--- config.mk ---
export PLATFORM = sky130hd
export DESIGN_NAME = seq_divider32
export DESIGN_NICKNAME = d
export VERILOG_FILES = /design/src/rtl/div_pkg.sv /design/src/rtl/div_step.sv /design/src/rtl/seq_divider32.sv
export SDC_FILE = /design/constraint.sdc
export NUM_CORES = 1
export LEC_CHECK = 0
export ABC_AREA = 1
export CAP_MARGIN = 20
export CORE_ASPECT_RATIO = 1.2
export CORE_MARGIN = 2
export CORE_UTILIZATION = 40
export CTS_CLUSTER_SIZE = 14
export DETAILED_ROUTE_END_ITERATION = 6
export GPL_TIMING_DRIVEN = 0
export PLACE_DENSITY = 0.62
export SLEW_MARGIN = 15
export SYNTH_ARGS = -nofsm -noshare
export SYNTH_HDL_FRONTEND = slang
export SYNTH_SLANG_ARGS = --single-unit
--- constraint.sdc ---
create_clock -name clk -period 14.15 [get_ports clk]
set_input_delay 2.83 -clock clk [delete_from_list [all_inputs] [get_ports clk]]
set_output_delay 2.83 -clock clk [all_outputs]
set_load 0.01 [all_outputs]
--- src/rtl/div_pkg.sv ---
// Shared definitions for the sequential restoring divider: default width,
// FSM state encoding and iteration counter sizing.
package div_pkg;

    localparam int DIV_WIDTH = 32;

    typedef enum logic [1:0] {
        IDLE = 2'd0,
        RUN  = 2'd1,
        DONE = 2'd2
    } div_state_t;

    // The counter must be able to hold WIDTH itself, not just WIDTH-1.
    function automatic int cnt_width(input int width);
        return $clog2(width + 1);
    endfunction

    localparam int DIV_CNT_W = cnt_width(DIV_WIDTH);

endpackage

--- src/rtl/div_step.sv ---
// One restoring shift-subtract step: shift the next dividend bit into the
// partial remainder, try the subtract, keep it only when it does not borrow.
module div_step #(
    parameter int WIDTH = div_pkg::DIV_WIDTH
) (
    input  logic [WIDTH:0]   rem,
    input  logic             in_bit,
    input  logic [WIDTH-1:0] divisor,
    output logic [WIDTH:0]   next_rem,
    output logic             q_bit
);

    logic [WIDTH:0] shifted;
    logic [WIDTH:0] diff;
    logic           borrow;

    // The remainder is always below the divisor, so its top bit stays zero.
    logic unused_rem_msb;
    assign unused_rem_msb = rem[WIDTH];

    always_comb begin
        shifted = {rem[WIDTH-1:0], in_bit};
        diff    = shifted - {1'b0, divisor};
        borrow  = diff[WIDTH];
        if (borrow) begin
            next_rem = shifted;
            q_bit    = 1'b0;
        end else begin
            next_rem = diff;
            q_bit    = 1'b1;
        end
    end

endmodule

--- src/rtl/seq_divider32.sv ---
// Sequential unsigned restoring divider, one quotient bit per clock.
// Optional feature macro: DIV_ZERO_FAST_EN (zero divisor finishes in one cycle).
module seq_divider32
    import div_pkg::*;
#(
    parameter int WIDTH = DIV_WIDTH
) (
    input  logic             clk,
    input  logic             rst,
    input  logic             start,
    input  logic [WIDTH-1:0] dividend,
    input  logic [WIDTH-1:0] divisor,
    output logic             busy,
    output logic             done,
    output logic [WIDTH-1:0] quotient,
    output logic [WIDTH-1:0] remainder,
    output logic             div_zero
);

    localparam int CNT_W = cnt_width(WIDTH);

    div_state_t       state;
    logic [WIDTH-1:0] q;
    logic [WIDTH-1:0] d;
    logic [WIDTH:0]   r;
    logic [CNT_W-1:0] count;
    logic [WIDTH:0]   r_next;
    logic             q_bit;

    div_step #(
        .WIDTH(WIDTH)
    ) u_step (
        .rem     (r),
        .in_bit  (q[WIDTH-1]),
        .divisor (d),
        .next_rem(r_next),
        .q_bit   (q_bit)
    );

`ifdef DIV_ZERO_FAST_EN
    logic zero_flag;

    always_ff @(posedge clk or posedge rst) begin
        if (rst) begin
            state     <= IDLE;
            q         <= '0;
            d         <= '0;
            r         <= '0;
            count     <= '0;
            busy      <= 1'b0;
            done      <= 1'b0;
            quotient  <= '0;
            remainder <= '0;
            div_zero  <= 1'b0;
            zero_flag <= 1'b0;
        end else begin
            done <= 1'b0;
            case (state)
                IDLE: begin
                    if (start) begin
                        d <= divisor;
                        // A zero divisor already knows its answer: all ones, remainder = dividend.
                        if (divisor == '0) begin
                            q         <= '1;
                            r         <= {1'b0, dividend};
                            count     <= '0;
                            zero_flag <= 1'b1;
                            state     <= DONE;
                        end else begin
                            q         <= dividend;
                            r         <= '0;
                            count     <= CNT_W'(WIDTH);
                            zero_flag <= 1'b0;
                            busy      <= 1'b1;
                            state     <= RUN;
                        end
                    end
                end
                RUN: begin
                    r     <= r_next;
                    q     <= {q[WIDTH-2:0], q_bit};
                    count <= count - 1'b1;
                    if (count == CNT_W'(1)) begin
                        busy  <= 1'b0;
                        state <= DONE;
                    end
                end
                DONE: begin
                    done      <= 1'b1;
                    quotient  <= q;
                    remainder <= r[WIDTH-1:0];
                    div_zero  <= zero_flag;
                    state     <= IDLE;
                end
                default: begin
                    busy  <= 1'b0;
                    state <= IDLE;
                end
            endcase
        end
    end
`else
    assign div_zero = 1'b0;

    always_ff @(posedge clk or posedge rst) begin
        if (rst) begin
            state     <= IDLE;
            q         <= '0;
            d         <= '0;
            r         <= '0;
            count     <= '0;
            busy      <= 1'b0;
            done      <= 1'b0;
            quotient  <= '0;
            remainder <= '0;
        end else begin
            done <= 1'b0;
            case (state)
                IDLE: begin
                    if (start) begin
                        q     <= dividend;
                        d     <= divisor;
                        r     <= '0;
                        count <= CNT_W'(WIDTH);
                        busy  <= 1'b1;
                        state <= RUN;
                    end
                end
                RUN: begin
                    r     <= r_next;
                    q     <= {q[WIDTH-2:0], q_bit};
                    count <= count - 1'b1;
                    if (count == CNT_W'(1)) begin
                        busy  <= 1'b0;
                        state <= DONE;
                    end
                end
                DONE: begin
                    done      <= 1'b1;
                    quotient  <= q;
                    remainder <= r[WIDTH-1:0];
                    state     <= IDLE;
                end
                default: begin
                    busy  <= 1'b0;
                    state <= IDLE;
                end
            endcase
        end
    end
`endif

endmodule

* Word-level counts from Yosys, hierarchy flattened
Index checks and enable logic that the tools add are counted.
Operators by class: reductions and logical operators 6, multiplexer cells 15, equality and inequality tests 5, bitwise gates (word level) 1, $add $sub $neg 2
Operators with widths (count):
- $pmux W32 S2 | 2
- $mux W32 | 3
- $sub A33 B32 Y33 | 1
- $pmux W6 S2 | 1
- $eq A6 B1 Y1 const B | 1
- $mux W6 | 1
- $reduce_and A2 Y1 | 3
- $sub A6 B1 Y6 const B | 1
- $mux W1 | 4
- $mux W2 | 2
- $ne A2 B2 Y1 const B | 2
- $pmux W2 S2 | 1
- $pmux W1 S3 | 1
- $reduce_and A3 Y1 | 1
- $eq A2 B1 Y1 const B | 1
- $eq A2 B2 Y1 const B | 1
- $logic_not A2 Y1 | 1
- $reduce_bool A2 Y1 | 1
- $not A1 Y1 | 1
Storage, ports and cells: register bits after elaboration 170, logic and storage cells 38

* Logic depth before layout (Yosys ltp)
Gate-level depths: netlist of run 1.
word-level depth 3, gate-level depth with buffers 19, gate-level depth less buffers 18

* Cells and area by module
A second synthesis of run 1 with hierarchy kept.
Unflattened totals: cells, all modules 1362, area, all modules 9684.3 um^2
Modules (own cells, without submodules):
- seq_divider32 | area an instance 6781.5 um^2, sequential area each 4279.1 um^2, times used 1, cells each 743
- div_step | area an instance 2902.8 um^2, sequential area each 0.0 um^2, times used 1, cells each 619

* Least setup slack after synthesis of run 1
OpenSTA, ideal clock, no wires.
path type input to register, start input start, end register q[10], setup time 0.090 ns, data required time 14.060 ns, buffers on the path 2, stages on the path 6, data arrival time 3.842 ns, slack 10.217 ns, cell sequence nand3_1 clkinv_1 clkbuf_1 buf_1 nand2_1 o221ai_1
On the way: word-level cells in the longest chain between the ends 2
Ends and longest elaborated chain:
- start: declaration | RTL line seq_divider32.sv:10 | input logic start,
- $ne A2 B2 Y1 (no line)
- $reduce_and A2 Y1 (no line)
- end signal: assignment | RTL line seq_divider32.sv:121 | q <= dividend;
- end signal: assignment | RTL line seq_divider32.sv:131 | q <= {q[WIDTH-2:0], q_bit};
- end: declaration | RTL line seq_divider32.sv:23 | logic [WIDTH-1:0] q;
No other way between the ends. A chain may end at the register's enable or synchronous reset.

* Worst setup path after layout of run 1
start input start, end register count[0]
On the way: word-level cells in the longest chain between the ends 2
Ends and longest elaborated chain:
- $ne A2 B2 Y1 (no line)
- $reduce_and A2 Y1 (no line)
- end signal: assignment | RTL line seq_divider32.sv:124 | count <= CNT_W'(WIDTH);
- end signal: assignment | RTL line seq_divider32.sv:132 | count <= count - 1'b1;
- end: declaration | RTL line seq_divider32.sv:26 | logic [CNT_W-1:0] count;
No other way between the ends.

==> out/metrics.cfg, run 1 <==
[global_route]
grt_max_degree = 112
grt_pass1_wl_mm = 44.2
grt_pass1_vias = 8589
antenna_found_initial = 0
overflow = 0
grt.total_usage = 0.220

[synthesis]
synth_nets = 1410
synth.distinct_cells = 36
yosys.area.top_type = dfrtp_1
synth.top_cell.area_share = 0.446
syn_area_per_cell_sq_um = 7.29
ys_seq_area_frac = 0.446
netlist_instances = 1308
synth_seq_cells = 170
synthTopCellsByArea = dfrtp_1 (45%), nand2_1 (20%), inv_1 (8.9%)
ys_warn_count = 0
syn_area_sq_um = 9530

[drt]
first_iter_violations = 396
via_count = 8511
wl_per_cell_um = 15.0
ant_nets = 0
viasPerCell = 4.76
drcViolationCount = 0
dr.pass1.iters = 5
wl_mm = 26.8

[worst_setup_path]
critPathMaxFanout = 10
startpoint_type = input port
endpoint_kind = flip-flop
r2r_slack_ns = 11.40
timing.rr.end = r[26]
cp.arrival_ns = 5.20
cp-endpoint = count[0]
cp.required_ns = 14.49
crit_start = start
reg2reg_from = q[31]
reg2regPathDepth = 19
crit_type = input port to flip-flop

[cts]
cts_tree = done
clk_latency_ns = 0.44
cts.sinks = 170
clk_root_buffer_cell = clkbuf_16
htree_levels = 4
cts_inserted_buffers = 17
clk_pin_slew_worst_paths_ns = 0.08
ctsResizeCount = 0
ctsHoldBuffers = 0
cts_buffer_depth = 2
post_cts_buffers = 0

[cells_and_area]
nNetsFinal = 1562
fillers = 2305
area_growth_pct = 25.1
multiInputGateArea_sq_um = 4210
drive_gt1_frac = 0.0502
insertedDiodeCount = 0
regArea_sq_um = 4250

[placed_design]
gp_congestion = 0.927
io_buffers = 132
pre_cts_slack_ns = 8.90
hpwl_mm = 20.5

[floorplanning]
die_area_sq_um = 25100
ios = 134
fp.dieH_um = 173
rows = 61
coreArea_sq_um = 23300
dieWidth_um = 145
start_util = 0.409

[sta]
hold_viol = 0
clock_skew_ns = 0.0163
period_needed_ns = 4.86
finalWorstSetupSlack_ns = 9.29
relSlewSlack = 0.419
rsz0062_at_grt = false
setup_viol = 0
worstMarginPinSlew_ns = 0.872
fin_setup_tns_ns = 0
fin_crit_sh = 0.344
clock.fmax_mhz = 206
maxSlewViolCount = 0

[power_and_ir_drop]
power_leakage_nw = 6.31
p_per_area_nw_per_um2 = 84.7
max-vdd-ir-drop_uv = 83.8

[status]
status = completed

[job]
max_cap_violations = 0

[worst_hold_path]
hp-class = flip-flop to flip-flop

-- through the flow --
step | utilization | power, mW | cells | hold slack (ns) | cell area [sq um]
final | 0.512 | 1.01 | 1788 | 0.474 | 11900
after global routing | 0.512 | 1.04 | 1788 | 0.504 | 11900
after CTS | 0.512 | 1.02 | 1788 | 0.477 | 11900
after detailed placement | 0.485 | 0.525 | 1756 | 0.457 | 11300
after global placement | 0.483 | 0.524 | 1755 | 0.459 | 11200
after floorplan | - | 0.503 | 1308 | 0.455 | 9530
-- layout make-up --
class                           count  share of cell area
Sequential cell                   170               0.357
Multi-Input combinational cell    868               0.353
Timing Repair Buffer              133               0.113
Inverter                          227              0.0721
Clock buffer                       17              0.0357
Tap cell                          315              0.0331
Clock inverter                     15              0.0183
Buffer                             43              0.0177
-- routing by layer --
metal	up-vias	share of wire	GRT usage
li1	4350	-	-
met2	166	0.49	0.386
met1	3973	0.45	0.282
met4	0	0.017	0.0569
met3	22	0.045	0.0364
met5	-	0	0
-- critical path, stage by stage --
cell and delay, ns:
clkdlybuf4s50_1 0.44, nand3_1 0.26, clkinv_1 0.35, nor2_2 0.44
inv_1 0.23, clkbuf_1 0.33, o21ai_0 0.31
-- cells by family (layout without fill, tap and decap cells) --
group | Yosys count | after routing | share of synthesized area
AO/OA/AOI/OAI | 174 | 174 | 0.103
XOR/XNOR | 15 | 15 | 0.0138
adder cells (fa/ha/maj) | 35 | 35 | 0.0467
buffers and inverters | 270 | 435 | 0.112
flip-flops | 170 | 170 | 0.446
other | 1 | 1 | 0.000393
AND/OR/NAND/NOR | 643 | 643 | 0.278
-- flip-flops by register name, summed over array words and instances, names as in the netlist --
signal	flops
q	32
r	32
state	2
remainder	32
busy	1
d	32
quotient	32
count	6
done	1
-- worst min-delay path by stage --
stage	start	cells past startpoint	end
6_report	remainder[26]	2	remainder[26]
5_1_grt	remainder[31]	2	remainder[31]
4_1_cts	remainder[26]	2	remainder[26]
3_5_place_dp	remainder[26]	2	remainder[26]
3_3_place_gp	remainder[26]	2	remainder[26]
2_1_floorplan	d[0]	2	d[0]
-- report_power, final --
part	switching [mW]	internal [mW]	total, mW
registers	0	0.485	0.485
clock network	0.248	0.247	0.496
logic	0.0125	0.0169	0.0294
total	0.261	0.749	1.01
-- placed cells by master (no fill, tap or decap), types with 2 or more instances in the layout --
cell type	instances
nand3_1	48
and2_1	2
clkbuf_1	31
buf_6	3
xnor2_1	13
nand2_1	497
xor2_1	2
o21bai_1	4
o221ai_1	11
clkdlybuf4s50_1	132
inv_12	3
a21oi_1	24
inv_6	3
nand2_2	16
ha_1	34
nand3_2	10
o22ai_1	2
nor2_4	2
buf_2	3
nor2_1	45
buf_1	3
nand3b_1	5
nor3_1	9
o21ai_0	111
a22oi_1	20
buf_4	2
nand4_1	6
clkbuf_16	17
clkinv_8	7
dfrtp_1	170
inv_1	224
-- cells in the mapped netlist --
cell,n
nand2_1,497
inv_1,225
dfrtp_1,170
o21ai_0,111
nand3_1,48
nor2_1,45
ha_1,34
clkbuf_1,31
a21oi_1,24
a22oi_1,20
nand2_2,16
xnor2_1,13
o221ai_1,11
nand3_2,10
nor3_1,9
nand4_1,6
nand3b_1,5
o21bai_1,4
buf_1,3
buf_2,3
buf_6,3
and2_1,2
buf_4,2
nor2_4,2
o22ai_1,2
xor2_1,2
a21o_1,1
buf_12,1
clkinv_1,1
conb_1,1
fa_1,1
inv_2,1
nand2_4,1
nor2_2,1
o211ai_1,1
or2_1,1
No activity file was read; power rests on OpenSTA's default activity.
==> run 2, diff against run 1 <==
==> constraint.sdc (replaced) <==
create_clock -name clk -period 4.7 [get_ports clk]
set_input_delay 0.94 -clock clk [delete_from_list [all_inputs] [get_ports clk]]
set_output_delay 0.94 -clock clk [all_outputs]
set_load 0.01 [all_outputs]
==> out/metrics.cfg, run 2 (synthesis results as in run 1) <==
[worst_setup_path]
endpoint_kind = flip-flop
path_depth = 7
cp.required_ns = 5.04
reg2regPathDepth = 17
reg2reg_from = q[31]
r2r_slack_ns = 2.02
timing.rr.end = r[3]
critPathBufInv = 4
cp.arrival_ns = 3.22
cp_cell_sequence = clkdlybuf4s50_1 > nand3_1 > clkinv_1 > clkbuf_1 > buf_1 > nand2_1 > o221ai_1
cp_slowest_cell = buf_1
crit_type = input port to flip-flop
cpPeakStageDelay_ns = 0.58
startpoint_type = input port
critPathMaxFanout = 10
critPathTopFamily = buffers and inverters

[floorplanning]
rows = 61
start_util = 0.409
dieWidth_um = 145
coreArea_sq_um = 23300
die_area_sq_um = 25100
fp.dieH_um = 173
ios = 134

[cts]
ctsResizeCount = 0
post_cts_buffers = 0
clk_root_buffer_cell = clkbuf_16
ctsHoldBuffers = 0
cts_tree = done
cts_inserted_buffers = 17
cts.sinks = 170
htree_levels = 4
clk_latency_ns = 0.44
cts_buffer_depth = 2
clk_pin_slew_worst_paths_ns = 0.07

[worst_hold_path]
worstHoldPathCells = 2
worstHoldStart = remainder[26]
hp-class = flip-flop to flip-flop
hold_path_end = remainder[26]

[power_and_ir_drop]
p_switching_mw = 0.686
p_per_area_nw_per_um2 = 251
pwr-share-seq = 0.488
p_int_mw = 2.31
power_leakage_nw = 6.33
pwr-share-comb = 0.032
max-vdd-ir-drop_uv = 257
p_clk_frac = 0.480
netSwitchingFraction = 0.229

[drt]
first_iter_violations = 393
viasPerCell = 4.73
drcViolationCount = 0
wl_per_cell_um = 15.2
via_count = 8482
wl_mm = 27.2
ant_nets = 0
dr.pass1.iters = 5

[cells_and_area]
final_core_util = 0.513
area_growth_pct = 25.3
final_cell_mix = nand2_1 (497), inv_1 (224), dfrtp_1 (170)
insertedDiodeCount = 0
final_common_cell = nand2_1
nNetsFinal = 1566
drive_gt1_frac = 0.0528

[sta]
maxSlewViolCount = 0
clock.fmax_mhz = 348
hold_viol = 0
rsz0062_at_grt = false
fin_setup_tns_ns = 0
period_needed_ns = 2.88
worstMarginPinSlew_ns = 0.885
fin_crit_sh = 0.612
relSlewSlack = 0.410
clock_skew_ns = 0.0122
setup_viol = 0

[global_route]
antenna_found_initial = 0
grt.total_usage = 0.227
grt_max_degree = 36
overflow = 0
grt_pass1_vias = 8871
grt_pass1_wl_mm = 45.3

[status]
status = completed

[job]
max_cap_violations = 0

[placed_design]
gp_congestion = 0.908
hpwl_mm = 21.0
io_buffers = 132

-- run 2: cell types whose count changed in the layout (fill, tap and decap cells not counted), moves of 2 or more --
cell / before / now
clkinv_8: 7 / 0
buf_12: 1 / 6
clkbuf_8: 0 / 3
inv_12: 3 / 0
clkinvlp_4: 0 / 2
inv_6: 3 / 5
-- run 2: metrics by stage --
stage	hold WS (ns)	worst slack (ns)	instances	total power, mW	instance area, sq um
floorplan	0.455	1.59	1308	1.51	9540
finish	0.471	1.82	1792	2.99	11900
global route	0.506	1.65	1792	3.09	11900
CTS	0.480	1.83	1792	3.02	11900
global placement	0.458	0.124	1755	1.58	11300
detailed placement	0.464	1.37	1760	1.59	11400
-- run 2: power groups by stage --
| stage | clock, mW | sequential (mW) | combinational (mW) |
|---|---|---|---|
| final | 1.44 | 1.46 | 0.0960 |
| after CTS | 1.46 | 1.46 | 0.0989 |
| after global routing | 1.52 | 1.46 | 0.107 |
| after floorplan | 0 | 1.49 | 0.0224 |
| after detailed placement | 0 | 1.49 | 0.0979 |
| after global placement | 0 | 1.49 | 0.0882 |
-- run 2: worst max-delay path by stage --
stage	from	end	slack, ns
floorplan	rst	busy	1.59
global placement	rst	d[22]	0.12
detailed placement	start	q[23]	1.37
CTS	start	q[23]	1.83
global route	start	d[21]	1.65
finish	start	q[23]	1.82
-- run 2: tightest hold or removal path, cell delays in order, from the launching register on --
cell	delay (ns)
dfrtp_1	0.34
nand2_1	0.05
nand2_1	0.05
-- run 2: final cells by class --
type	instances	area (sq um)
Fill cell	2338	11300
Sequential cell	170	4250
Multi-Input combinational cell	868	4210
Timing Repair Buffer	137	1420
Inverter	227	856
Clock buffer	20	467
Tap cell	315	394
Buffer	43	211
Clock inverter	12	126
-- run 2: layer usage --
metal,track usage,vias to the layer above,share of wire
met3,0.0290,24,0.034
met4,0.0681,0,0.016
met5,0,-,0
met1,0.281,3946,0.45
li1,-,4346,-
met2,0.411,166,0.50
==> run 3, diff against run 2 <==
==> constraint.sdc (replaced) <==
create_clock -name clk -period 2.92 [get_ports clk]
set_input_delay 0.584 -clock clk [delete_from_list [all_inputs] [get_ports clk]]
set_output_delay 0.584 -clock clk [all_outputs]
set_load 0.01 [all_outputs]
==> out/metrics.cfg, run 3 (synthesis results as in run 1) <==
[sta]
clock.fmax_mhz = 373
fin_setup_tns_ns = 0
hold_slack_ns = 0.471
hold_viol = 0
fin_crit_sh = 0.917
maxSlewViolCount = 0
setup_viol = 0
worstMarginPinSlew_ns = 0.846
rsz0062_at_grt = false
period_needed_ns = 2.68
clock_skew_ns = 0.0126
relSlewSlack = 0.436

[cells_and_area]
final_common_cell = nand2_1
drive_gt1_frac = 0.0528
area_growth_pct = 25.3
final_cell_mix = nand2_1 (497), inv_1 (224), dfrtp_1 (170)
regArea_sq_um = 4250
fillers = 2339
final_core_util = 0.513
multiInputGateArea_sq_um = 4210
fin_area_sq_um = 11900
nNetsFinal = 1566
insertedDiodeCount = 0

[job]
max_cap_violations = 0

[placed_design]
gp_congestion = 0.908
io_buffers = 132
placed_area_sq_um = 11400
hpwl_mm = 21.0

[floorplanning]
fp.dieH_um = 173
die_area_sq_um = 25100
coreArea_sq_um = 23300
rows = 61
start_util = 0.409
ios = 134
dieWidth_um = 145

[cts]
cts_inserted_buffers = 17
htree_levels = 4
cts_buffer_depth = 2
cts.sinks = 170
cts_tree = done
clk_pin_slew_worst_paths_ns = 0.07
clk_root_buffer_cell = clkbuf_16
clk_latency_ns = 0.44

[worst_setup_path]
cp_slowest_cell = fa_1
crit_type = flip-flop to flip-flop
cp_cell_sequence = inv_1 > ha_1 > inv_1 > fa_1 > nand2_1 > nand2_1 > nand3_1 > nand2_1 > nand2_1 > nand2_2 > nand2_2 > nand3_1 > nand2_4 > buf_4 > nand2_1 > nand3_2 > nand2_1
critPathTopFamily = simple AND/OR/NAND/NOR gates
cp.arrival_ns = 3.00
critPathMaxFanout = 10
crit_start = q[31]
cp.required_ns = 3.24
path_common_cell = nand2_1
reg2reg_from = q[31]
startpoint_type = flip-flop
cpPeakStageDelay_ns = 0.41
critPathBufInv = 3
endpoint_kind = flip-flop

[drt]
via_count = 8491
first_iter_violations = 392
wl_per_cell_um = 15.2
viasPerCell = 4.74
ant_nets = 0
wl_mm = 27.2
dr.pass1.iters = 7
drcViolationCount = 10

[global_route]
antenna_found_initial = 0
overflow = 0
grt.total_usage = 0.227
grt_max_degree = 36
grt_pass1_vias = 8871
grt_pass1_wl_mm = 45.3

[power_and_ir_drop]
p_per_area_nw_per_um2 = 404
power_leakage_nw = 6.33
max-vdd-ir-drop_uv = 414

[status]
status = finished, violations left
violations = DRC

[worst_hold_path]
worstHoldStart = remainder[26]
hp-class = flip-flop to flip-flop

-- run 3: changes by cell type in the layout (fill, tap and decap cells not counted), sizes merged --
cell | before | now
clkbuf | 51 | 52
buf | 17 | 16
-- run 3: per-layer routing --
metal  wire length, um  vias to the layer above  global-route usage
met5                 0                        -                   0
met4               449                        0              0.0681
met3              1100                       24              0.0290
met2             13600                      182               0.411
met1             12000                     3939               0.281
li1                  -                     4346                   -
-- run 3: worst paths after layout --
kind	slack, ns	endpoint	cells after the start
max	0.24	r[3]	17
min	0.47	remainder[26]	2
max reg2reg	0.24	r[3]	17
min reg2reg	0.47	remainder[26]	2
max in group asynchronous	1.21	r[26]	6
min in group asynchronous	0.52	r[8]	2
-- run 3: where the power goes --
group / leakage, nW / internal (mW) / switching (mW)
combinational: 4.08 / 0.0912 / 0.0633
sequential: 1.95 / 2.35 / 0
clock: 0.292 / 1.27 / 1.04
total: 6.33 / 3.71 / 1.11
-- run 3: stage by stage --
step                instances  setup slack (ns)  power, mW
floorplan                1308             0.167       2.44
global placement         1755             -1.30       2.54
detailed placement       1760           -0.0565       2.56
CTS                      1792             0.214       4.86
global route             1792            0.0108       4.97
finish                   1792             0.242       4.82
-- run 3: area by class of cell --
class,count,area share
flip-flops and latches,170,0.356
plain buffers,43,0.0179
repair buffers,137,0.119
clock inverters,12,0.0106
clock buffers,20,0.0391
well taps,315,0.0330
inverters,227,0.0716
multi-input cells,868,0.353
-- run 3: repair_timing --
item                       CTS  global route
setup endpoints to repair    0             1
setup buffers                0             0
resized for setup            0             1
hold buffers                 0             0
-- run 3: tightest hold or removal path: cells and delay by family (launching register included) --
family | cells | cell delay (ns)
flip-flops | 1 | 0.34
AND/OR/NAND/NOR | 2 | 0.10
